## src/rtl/therm_pkg.sv

```systemverilog
// Shared constants, FSM encoding and code-to-millivolt scaling for the
// thermistor ADC reader.
package therm_pkg;

  localparam int VREF_MV    = 3300;
  localparam int ADC_BITS   = 12;
  localparam int FRAME_BITS = 16;

  typedef enum logic [2:0] {
    IDLE,
    FRAME,
    ACC,
    GAP,
    OUT
  } state_t;

  // Scale an averaged ADC code to millivolts, truncating.
  function automatic logic [31:0] code_to_mv(input logic [ADC_BITS-1:0] avg);
    logic [31:0] prod;
    prod = 32'(avg) * 32'(VREF_MV);
    return prod >> ADC_BITS;
  endfunction

endpackage

```

## src/rtl/spi_adc_frame.sv

```systemverilog
// One 16-bit SPI read frame: SCLK divider, edge counter and MSB-first shift
// register; start launches a frame, done pulses with the 12-bit code.
module spi_adc_frame
  import therm_pkg::*;
#(
  parameter int CLK_DIV = 4
) (
  input  logic                clk,
  input  logic                rst,
  input  logic                start,
  input  logic                miso,
  output logic                cs_n,
  output logic                sclk,
  output logic                done,
  output logic [ADC_BITS-1:0] code
);

  localparam int EDGES = 2 * FRAME_BITS;

  logic                  busy;
  logic                  tail;
  logic [7:0]            div_cnt;
  logic [5:0]            edge_cnt;
  logic [FRAME_BITS-1:0] shift;
  logic                  tick;

  assign tick = busy && (div_cnt == 8'(CLK_DIV - 1));

  // NOTE: sequential state uses non-blocking assignments so every register
  // samples pre-edge values regardless of statement order.
  always_ff @(posedge clk) begin
    if (rst) begin
      busy     <= 1'b0;
      tail     <= 1'b0;
      cs_n     <= 1'b1;
      sclk     <= 1'b0;
      done     <= 1'b0;
      div_cnt  <= '0;
      edge_cnt <= '0;
      shift    <= '0;
      code     <= '0;
    end else begin
      done <= 1'b0;
      if (start && !busy && !tail) begin
        busy     <= 1'b1;
        cs_n     <= 1'b0;
        div_cnt  <= '0;
        edge_cnt <= '0;
      end else if (busy) begin
        if (tick) begin
          div_cnt  <= '0;
          sclk     <= ~sclk;
          edge_cnt <= edge_cnt + 6'd1;
          // Low-to-high SCLK transition is the sampling edge.
          if (!sclk) shift <= {shift[FRAME_BITS-2:0], miso};
          if (edge_cnt == 6'(EDGES - 1)) begin
            busy <= 1'b0;
            tail <= 1'b1;
          end
        end else begin
          div_cnt <= div_cnt + 8'd1;
        end
      end else if (tail) begin
        tail <= 1'b0;
        cs_n <= 1'b1;
        done <= 1'b1;
        code <= shift[ADC_BITS-1:0];
      end
    end
  end

endmodule

```

## src/rtl/therm_adc_reader.sv

```systemverilog
// Thermistor ADC reader: frames the SPI ADC, averages 2^AVG_LOG2 codes and
// reports millivolts. Optional range fault: define THERM_ADC_RANGE_CHECK_EN.
module therm_adc_reader
  import therm_pkg::*;
#(
  parameter int CLK_DIV    = 4,
  parameter int AVG_LOG2   = 3,
  parameter int GAP_CYCLES = 16
) (
  input  logic        clk,
  input  logic        rst,
  input  logic        en,
  input  logic        adc_miso,
  output logic        adc_cs_n,
  output logic        adc_sclk,
  output logic [31:0] v_therm,
  output logic        v_valid,
  output logic        fault
);

  localparam int ACC_W = ADC_BITS + AVG_LOG2;
  localparam int CNT_W = AVG_LOG2 + 1;
  localparam logic [CNT_W-1:0] LAST_CNT = CNT_W'((1 << AVG_LOG2) - 1);

  state_t               state, state_nx;
  logic                 frame_start, frame_done;
  logic [ADC_BITS-1:0]  code;
  logic [ACC_W-1:0]     acc, acc_sum;
  logic [CNT_W-1:0]     cnt;
  logic [15:0]          gap_cnt;
  logic                 gap_end, batch_full;
  logic                 acc_en, load_out, clr;

  spi_adc_frame #(.CLK_DIV(CLK_DIV)) u_frame (
    .clk   (clk),
    .rst   (rst),
    .start (frame_start),
    .miso  (adc_miso),
    .cs_n  (adc_cs_n),
    .sclk  (adc_sclk),
    .done  (frame_done),
    .code  (code)
  );

  assign gap_end    = (gap_cnt == 16'(GAP_CYCLES - 1));
  assign batch_full = (cnt == LAST_CNT);
  assign acc_sum    = acc + ACC_W'(code);

  always_ff @(posedge clk) begin
    if (rst) state <= IDLE;
    else     state <= state_nx;
  end

  // NOTE: default assignment first so no path leaves state_nx unassigned,
  // which would otherwise infer a latch.
  always_comb begin
    state_nx = state;
    case (state)
      IDLE:    if (en) state_nx = FRAME;
      FRAME:   if (frame_done) state_nx = ACC;
      ACC:     state_nx = batch_full ? OUT : GAP;
      OUT:     state_nx = GAP;
      GAP:     if (gap_end) state_nx = en ? FRAME : IDLE;
      default: state_nx = IDLE;
    endcase
  end

  always_comb begin
    frame_start = (state_nx == FRAME) && (state != FRAME);
    acc_en      = (state == ACC);
    load_out    = (state == ACC) && batch_full;
    clr         = (state == OUT);
  end

  // Result and pulse are registered out of ACC so both are visible in OUT.
  always_ff @(posedge clk) begin
    if (rst) begin
      acc     <= '0;
      cnt     <= '0;
      gap_cnt <= '0;
      v_therm <= '0;
      v_valid <= 1'b0;
    end else begin
      v_valid <= load_out;
      if (acc_en) begin
        acc <= acc_sum;
        cnt <= cnt + 1'b1;
      end
      if (load_out) v_therm <= code_to_mv(ADC_BITS'(acc_sum >> AVG_LOG2));
      if (clr) begin
        acc <= '0;
        cnt <= '0;
      end
      gap_cnt <= (state == GAP) ? gap_cnt + 16'd1 : 16'd0;
    end
  end

`ifdef THERM_ADC_RANGE_CHECK_EN
  always_ff @(posedge clk) begin
    if (rst)                                    fault <= 1'b0;
    else if (acc_en && (code == '0 || code == '1)) fault <= 1'b1;
  end
`else
  assign fault = 1'b0;
`endif

endmodule

```

## config.mk

```make
export PLATFORM = sky130hd
export DESIGN_NAME = therm_adc_reader
export DESIGN_NICKNAME = d
export VERILOG_FILES = /design/src/rtl/therm_pkg.sv /design/src/rtl/spi_adc_frame.sv /design/src/rtl/therm_adc_reader.sv
export SDC_FILE = /design/constraint.sdc
export NUM_CORES = 1
export LEC_CHECK = 0
export CAP_MARGIN = 20
export CORE_ASPECT_RATIO = 1.5
export CORE_MARGIN = 5
export CORE_UTILIZATION = 60
export DETAILED_ROUTE_END_ITERATION = 6
export GPL_TIMING_DRIVEN = 0
export HOLD_SLACK_MARGIN = 0.1
export PLACE_DENSITY_LB_ADDON = 0.3
export SYNTH_ARGS = -nofsm -noshare
export SYNTH_HDL_FRONTEND = slang
export SYNTH_SLANG_ARGS = --single-unit
```

## constraint.sdc

```tcl
create_clock -name clk -period 7.54 [get_ports clk]
set_input_delay 1.131 -clock clk [delete_from_list [all_inputs] [get_ports clk]]
set_output_delay 1.131 -clock clk [all_outputs]
set_load 0.01 [all_outputs]
```

==> impl_metrics.sql, run 1 <==
INSERT INTO impl_metrics (metric_group, metric, value, unit) VALUES
('sta', 'timing.max_slew.rel_slack', '47.3', '%'),
('sta', 'slew_violations', '0', ''),
('hold_path', 'min-delay-start', 'gap_cnt[0]', ''),
('sta', 'tightest_slew', '791', 'ps'),
('die', 'fp.dieH', '137', 'um'),
('outcome', 'run_status', 'finished, final reports clean', ''),
('detailed_routing', 'detail_route.wl_per_cell', '14.1', 'um'),
('sta', 'timing.hold.ws', '446', 'ps'),
('setup_path', 'required', '7820', 'ps'),
('power_and_ir_drop', 'power.density', '130', 'nW/um2'),
('global_routing', 'final_global_route_overflow_total', '0', ''),
('clocking', 'number_of_buffers_created_by_cts', '9', ''),
('cells_and_area', 'multiInputGateArea', '4170', 'um2'),
('die', 'floorplan.die.width', '94.6', 'um'),
('placed_design', 'post-dp-hpwl', '11.0', 'mm'),
('detailed_routing', 'firstDrtPassIters', '5', ''),
('setup_path', 'critical_path.reg2reg.startpoint', 'u_frame.code[0]', ''),
('logic_synthesis', 'synthXorXnorAreaFrac', '7.20', '%'),
('die', 'core_region_area', '10500', 'um2'),
('cells_and_area', 'inserted_diodes', '0', ''),
('flow_run', 'drv.max_cap_violation_count', '0', ''),
('global_routing', 'number_of_antenna_violations_at_the_first_check_in_global_routing', '0', ''),
('global_routing', 'met1_usage', '23.8', '%'),
('sta', 'report.final.hold_viol_count', '0', ''),
('cells_and_area', 'syn2layout_area_growth', '11.5', '%'),
('global_routing', 'grtUsageMet3', '2.26', '%'),
('clocking', 'worst_skew_pair.late_latency', '340', 'ps'),
('logic_synthesis', 'post_synth_and_or_nand_nor_area_fraction', '19.1', '%'),
('clocking', 'cts.root.buffer_cell', 'clkbuf_16', ''),
('clocking', 'post_cts_hold_buffer_count', '0', ''),
('logic_synthesis', 'synth-edff-count', '0', ''),
('power_and_ir_drop', 'power.static_leakage', '0.00340', 'uW'),
('sta', 'timing.fmax', '139', 'MHz'),
('sta', 'timing.final.crit_share', '95.2', '%'),
('logic_synthesis', 'synthAdderAreaFrac', '25.0', '%'),
('clocking', 'cts.sink_count', '94', ''),
('setup_path', 'cp.arrival', '7460', 'ps'),
('logic_synthesis', 'cell_variety_after_synth', '55', ''),
('die', 'die_area', '13000', 'um2'),
('logic_synthesis', 'synth.ff_latch_count', '94', ''),
('logic_synthesis', 'synth_top_area_share', '29.2', '%'),
('cells_and_area', 'post_layout_nonfiller_instances', '956', ''),
('placed_design', 'place_congestion', '0.927', ''),
('setup_path', 'critical_path_maximum_fanout', '7', ''),
('global_routing', 'pin_count_of_the_biggest_net_entering_global_routing', '15', ''),
('cells_and_area', 'ff_latch_area', '1880', 'um2'),
('logic_synthesis', 'yosys_warnings', '0', ''),
('cells_and_area', 'nets_final', '924', ''),
('global_routing', 'busiest_layer', 'met2', ''),
('detailed_routing', 'route.antenna.remaining_nets', '0', ''),
('logic_synthesis', 'post_synth_main_area_contributors', 'dfxtp_1, ha_1, fa_1', ''),
('logic_synthesis', 'most_used_flip_flop_cell_after_synthesis', 'dfxtp_1', ''),
('setup_path', 'cp-startpoint', 'u_frame.code[0]', ''),
('logic_synthesis', 'synth.cell_area', '6450', 'um2'),
('logic_synthesis', 'synth-async-reset-ratio', '0', '%'),
('logic_synthesis', 'most_area_hungry_cell_type_in_the_yosys_netlist', 'dfxtp_1', ''),
('clocking', 'max-clock-path-buffers', '2', ''),
('detailed_routing', 'routed_wl', '13.5', 'mm'),
('global_routing', 'grt_usage', '21.8', '%'),
('logic_synthesis', 'post_synth_mux_area_share', '0.310', '%'),
('cells_and_area', 'layout-drive-gt1-share', '6.16', '%'),
('die', 'floorplan.initialDensity', '61.2', '%'),
('power_and_ir_drop', 'ir_drop', '219', 'uV'),
('detailed_routing', 'vias_per_cell', '5.43', ''),
('sta', 'setup_tns', '0', 'ps'),
('placed_design', 'dp_cells', '937', ''),
('die', 'std_cell_rows', '46', ''),
('global_routing', 'grt_pass1_wl', '22.8', 'mm'),
('sta', 'max_clock_skew', '6.12', 'ps'),
('hold_path', 'timing.hold.worst.class', 'reg -> reg', ''),
('logic_synthesis', 'synth_top_family_by_area', 'adder cells', '');
critical path: stages (launching register included):
cell	delay (ps)
dfxtp_1	340
ha_1	170
inv_1	50
fa_1	400
or2b_1	270
a21oi_1	180
o21a_1	160
o21ai_0	110
and2_1	260
xnor2_4	310
ha_1	320
ha_1	290
inv_1	50
fa_1	530
inv_1	60
fa_1	540
inv_1	50
fa_1	520
inv_1	50
ha_1	310
nand3_1	80
or3b_1	440
or4_4	540
a31oi_4	240
a211o_1	180
a31oi_1	140
or4_1	440
nand3_1	90
metrics by stage:
step | total power [uW] | cell area [um2] | setup slack (ps)
6_report | 938 | 7190 | 361
5_1_grt | 970 | 7190 | 27.9
4_1_cts | 944 | 7140 | 139
3_5_place_dp | 552 | 6870 | -99.8
3_3_place_gp | 551 | 6870 | 3.07
2_1_floorplan | 543 | 6520 | 845
area by class of cell:
type / instances / share of cell area [%]
Clock buffer: 9 / 3.13
Tap cell: 144 / 2.51
Sequential cell: 94 / 26.2
Clock inverter: 6 / 0.418
Timing Repair Buffer: 21 / 2.78
Buffer: 45 / 3.45
Inverter: 69 / 3.60
Multi-Input combinational cell: 568 / 57.9
path summary, 6_finish.rpt:
check / end / slack (ps) / cells after the start
max: v_therm[8] / 360 / 27
min: gap_cnt[0] / 450 / 1
max reg2reg: v_therm[8] / 360 / 27
min reg2reg: gap_cnt[0] / 450 / 1
state kept, by name, indices dropped and copies added (netlist names):
name / cells
gap_cnt: 16
acc: 15
u_frame.code: 12
u_frame.shift: 12
v_therm: 12
u_frame.div_cnt: 8
u_frame.edge_cnt: 6
cnt: 4
state: 3
u_frame.busy: 1
u_frame.cs_n: 1
u_frame.done: 1
u_frame.sclk: 1
u_frame.tail: 1
v_valid: 1
cell usage in the layout (no fill, tap or decap), types with 21 or more instances in the layout:
cell / count
nor2_1: 65
dfxtp_1: 94
xnor2_1: 25
xor2_1: 27
nand2_1: 102
a21oi_1: 58
inv_1: 69
fa_1: 28
conb_1: 21
clkbuf_1: 22
ha_1: 84
buf_4: 25
metal layers:
layer	up-vias	part of all wire, %
met2	100	55
met5	-	0
met3	30	2.5
li1	2591	-
met4	0	3.0
met1	2468	40
kinds of logic after synthesis:
kind of cell | after synthesis
and+or+nand+nor | 262
AOI/OAI and AO/OA | 118
buffers and inverters | 114
adders and majority gates | 112
DFF | 94
xor gates and xnor gates | 53
muxes | 2
other | 1
where the power goes:
group          total (uW)  switching (uW)  internal (uW)  leakage (uW)
clock network         396             179            218      0.000134
logic                40.2            23.7           16.5       0.00251
registers             501            1.97            499      0.000758
what timing repair did:
| item | in CTS | in global routing |
|---|---|---|
| buffers inserted | 0 | 4 |
| endpoints found under the hold margin | 0 | 0 |
| endpoints found under the setup margin | 3 | 7 |
| resized for setup | 1 | 3 |
(Power assumes the default switching activity.)
==> inputs of run 2 (changes only) <==
--- a/config.mk
+++ b/config.mk
@@ -16,3 +16,4 @@
 export SYNTH_ARGS = -nofsm -noshare
 export SYNTH_HDL_FRONTEND = slang
 export SYNTH_SLANG_ARGS = --single-unit
+export TNS_END_PERCENT = 1
==> run 2 against run 1 <==
Flip-flop and latch count unchanged. Final area down 0.10%. Worst hold slack about the same. Sequential share of layout area about the same. Register-to-register slack worse by 120 ps. Power about the same. Global-route usage unchanged. Critical endpoint unchanged.
==> impl_metrics.sql, run 2 (synthesis results as in run 1) <==
INSERT INTO impl_metrics (metric_group, metric, value, unit) VALUES
('power_and_ir_drop', 'power', '939', 'uW'),
('setup_path', 'cp.arrival', '7580', 'ps'),
('cells_and_area', 'final_area', '7180', 'um2'),
('sta', 'report.final.hold_viol_count', '0', ''),
('setup_path', 'crit_buf_inv', '5', ''),
('die', 'fp.dieH', '137', 'um'),
('clocking', 'worst_skew_pair.late_latency', '340', 'ps'),
('detailed_routing', 'post-route-drc-count', '0', ''),
('clocking', 'max-clock-path-buffers', '2', ''),
('setup_path', 'crit_top_cell', 'inv_1', ''),
('die', 'core_region_area', '10500', 'um2'),
('clocking', 'cts.sink_count', '94', ''),
('placed_design', 'postPlaceCellArea', '6870', 'um2'),
('detailed_routing', 'firstDrtPassIters', '4', ''),
('cells_and_area', 'largest_registers_in_the_final_layout', 'gap_cnt x16, acc x15', ''),
('cells_and_area', 'mostFrequentLayoutCells', 'nand2_1, dfxtp_1, ha_1, inv_1, nor2_1', ''),
('setup_path', 'start_kind', 'flip-flop', ''),
('cells_and_area', 'largest_register', 'gap_cnt', ''),
('sta', 'slew_violations', '0', ''),
('clocking', 'clkSlewWorstSetupHoldPaths', '60', 'ps'),
('placed_design', 'numPortBuffers', '17', ''),
('cells_and_area', 'flip_flop_count_of_the_largest_register_after_layout', '16', ''),
('setup_path', 'cpLargestDelayFamily', 'adder cells', ''),
('detailed_routing', 'routed_wl', '13.5', 'mm'),
('sta', 'timing.max_slew.rel_slack', '45.6', '%'),
('power_and_ir_drop', 'power.static_leakage', '0.00340', 'uW'),
('sta', 'setup_repair_after_global_routing_missed_its_margin', 'yes', ''),
('clocking', 'cts_max_level', '3', ''),
('detailed_routing', 'vias_per_cell', '5.42', ''),
('detailed_routing', 'via_count_of_the_routed_design', '5175', ''),
('sta', 'setup_tns', '0', 'ps'),
('sta', 'max_clock_skew', '6.10', 'ps'),
('die', 'floorplan.initialDensity', '61.2', '%'),
('cells_and_area', 'inserted_diodes', '0', ''),
('cells_and_area', 'final_common_cell', 'nand2_1', ''),
('detailed_routing', 'first_iter_violations', '182', ''),
('setup_path', 'endpoint_kind', 'flip-flop', ''),
('flow_run', 'drv.max_cap_violation_count', '0', ''),
('placed_design', 'post-dp-hpwl', '11.0', 'mm'),
('sta', 'timing.fmax', '137', 'MHz'),
('global_routing', 'pin_count_of_the_biggest_net_entering_global_routing', '15', ''),
('setup_path', 'path_class', 'reg -> reg', ''),
('die', 'die_area', '13000', 'um2'),
('die', 'floorplan.die.width', '94.6', 'um'),
('die', 'pin_count', '40', ''),
('global_routing', 'first_global_vias', '5184', ''),
('power_and_ir_drop', 'power.density', '131', 'nW/um2'),
('detailed_routing', 'detail_route.wl_per_cell', '14.2', 'um'),
('placed_design', 'place_congestion', '0.927', ''),
('sta', 'finalCriticalPeriod', '7300', 'ps'),
('cells_and_area', 'ff_latch_area', '1880', 'um2'),
('global_routing', 'final_global_route_overflow_total', '0', ''),
('sta', 'timing.final.crit_share', '96.8', '%'),
('global_routing', 'grt_pass1_wl', '22.8', 'mm'),
('hold_path', 'timing.hold.worst.class', 'reg -> reg', ''),
('clocking', 'cts.root.buffer_cell', 'clkbuf_16', ''),
('cells_and_area', 'nets_final', '923', ''),
('clocking', 'tritoncts', 'done', ''),
('sta', 'final-setup-viol-count', '0', ''),
('setup_path', 'required', '7820', 'ps'),
('cells_and_area', 'layout-drive-gt1-share', '6.04', '%'),
('setup_path', 'worst-r2r-setup-slack', '240', 'ps'),
('die', 'std_cell_rows', '46', ''),
('cells_and_area', 'syn2layout_area_growth', '11.4', '%'),
('outcome', 'run_status', 'finished, final reports clean', ''),
('global_routing', 'grt_usage', '21.8', '%'),
('sta', 'tightest_slew', '817', 'ps'),
('detailed_routing', 'route.antenna.remaining_nets', '0', ''),
('power_and_ir_drop', 'ir_drop', '221', 'uV'),
('global_routing', 'number_of_antenna_violations_at_the_first_check_in_global_routing', '0', ''),
('clocking', 'number_of_buffers_created_by_cts', '9', ''),
('setup_path', 'crit_slowest_cell', 'fa_1', ''),
('cells_and_area', 'final.fill_count', '857', ''),
('setup_path', 'critical_path_maximum_fanout', '7', ''),
('cells_and_area', 'multiInputGateArea', '4170', 'um2'),
('setup_path', 'critPathMaxStageDelay', '540', 'ps');
[run 2: changes by cell type in the layout (fill, tap and decap cells not counted), sizes merged]
cell,delta
buf,-1
[run 2: area by class of cell]
class / instances / area share (%)
clock buffer: 9 / 3.14
sequential: 94 / 26.2
clock inverter: 6 / 0.418
buffer: 45 / 3.45
timing repair buffer: 20 / 2.68
multi-input combinational: 568 / 58.0
tap: 144 / 2.51
inverter: 69 / 3.61
[run 2: per-stage QoR]
step | setup WS (ps) | hold slack, ps | instances | utilization, %
finish | 240 | 446 | 955 | 68.2
global route | -63.1 | 473 | 955 | 68.2
CTS | 139 | 450 | 952 | 67.7
detailed placement | -99.8 | 441 | 937 | 65.3
global placement | 3.07 | 429 | 937 | 65.3
floorplan | 845 | 418 | 776 | -
[run 2: worst paths after layout]
kind | from | depth (start not counted) | to
max | u_frame.code[0] | 27 | v_therm[8]
min | gap_cnt[0] | 1 | gap_cnt[0]
max reg2reg | u_frame.code[0] | 27 | v_therm[8]
min reg2reg | gap_cnt[0] | 1 | gap_cnt[0]
[run 2: per-layer routing]
layer | wire, um | GRT usage [%] | up-vias
met1 | 5390 | 23.8 | 2460
met5 | 0 | 0 | -
met2 | 7400 | 41.9 | 101
met4 | 384 | 9.31 | 0
li1 | - | - | 2586
met3 | 347 | 2.26 | 28
[run 2: repair_timing]
action / CTS / global route
cloned: 0 / 0
pin swaps: 0 / 0
resized for setup: 1 / 3
setup endpoints to repair: 3 / 7
hold buffers: 0 / 0
buffers inserted: 0 / 3
[run 2: where the power goes]
group	internal (uW)	total, uW	switching (uW)
clock network	218	397	179
logic	16.5	40.3	23.8
registers	499	501	1.98
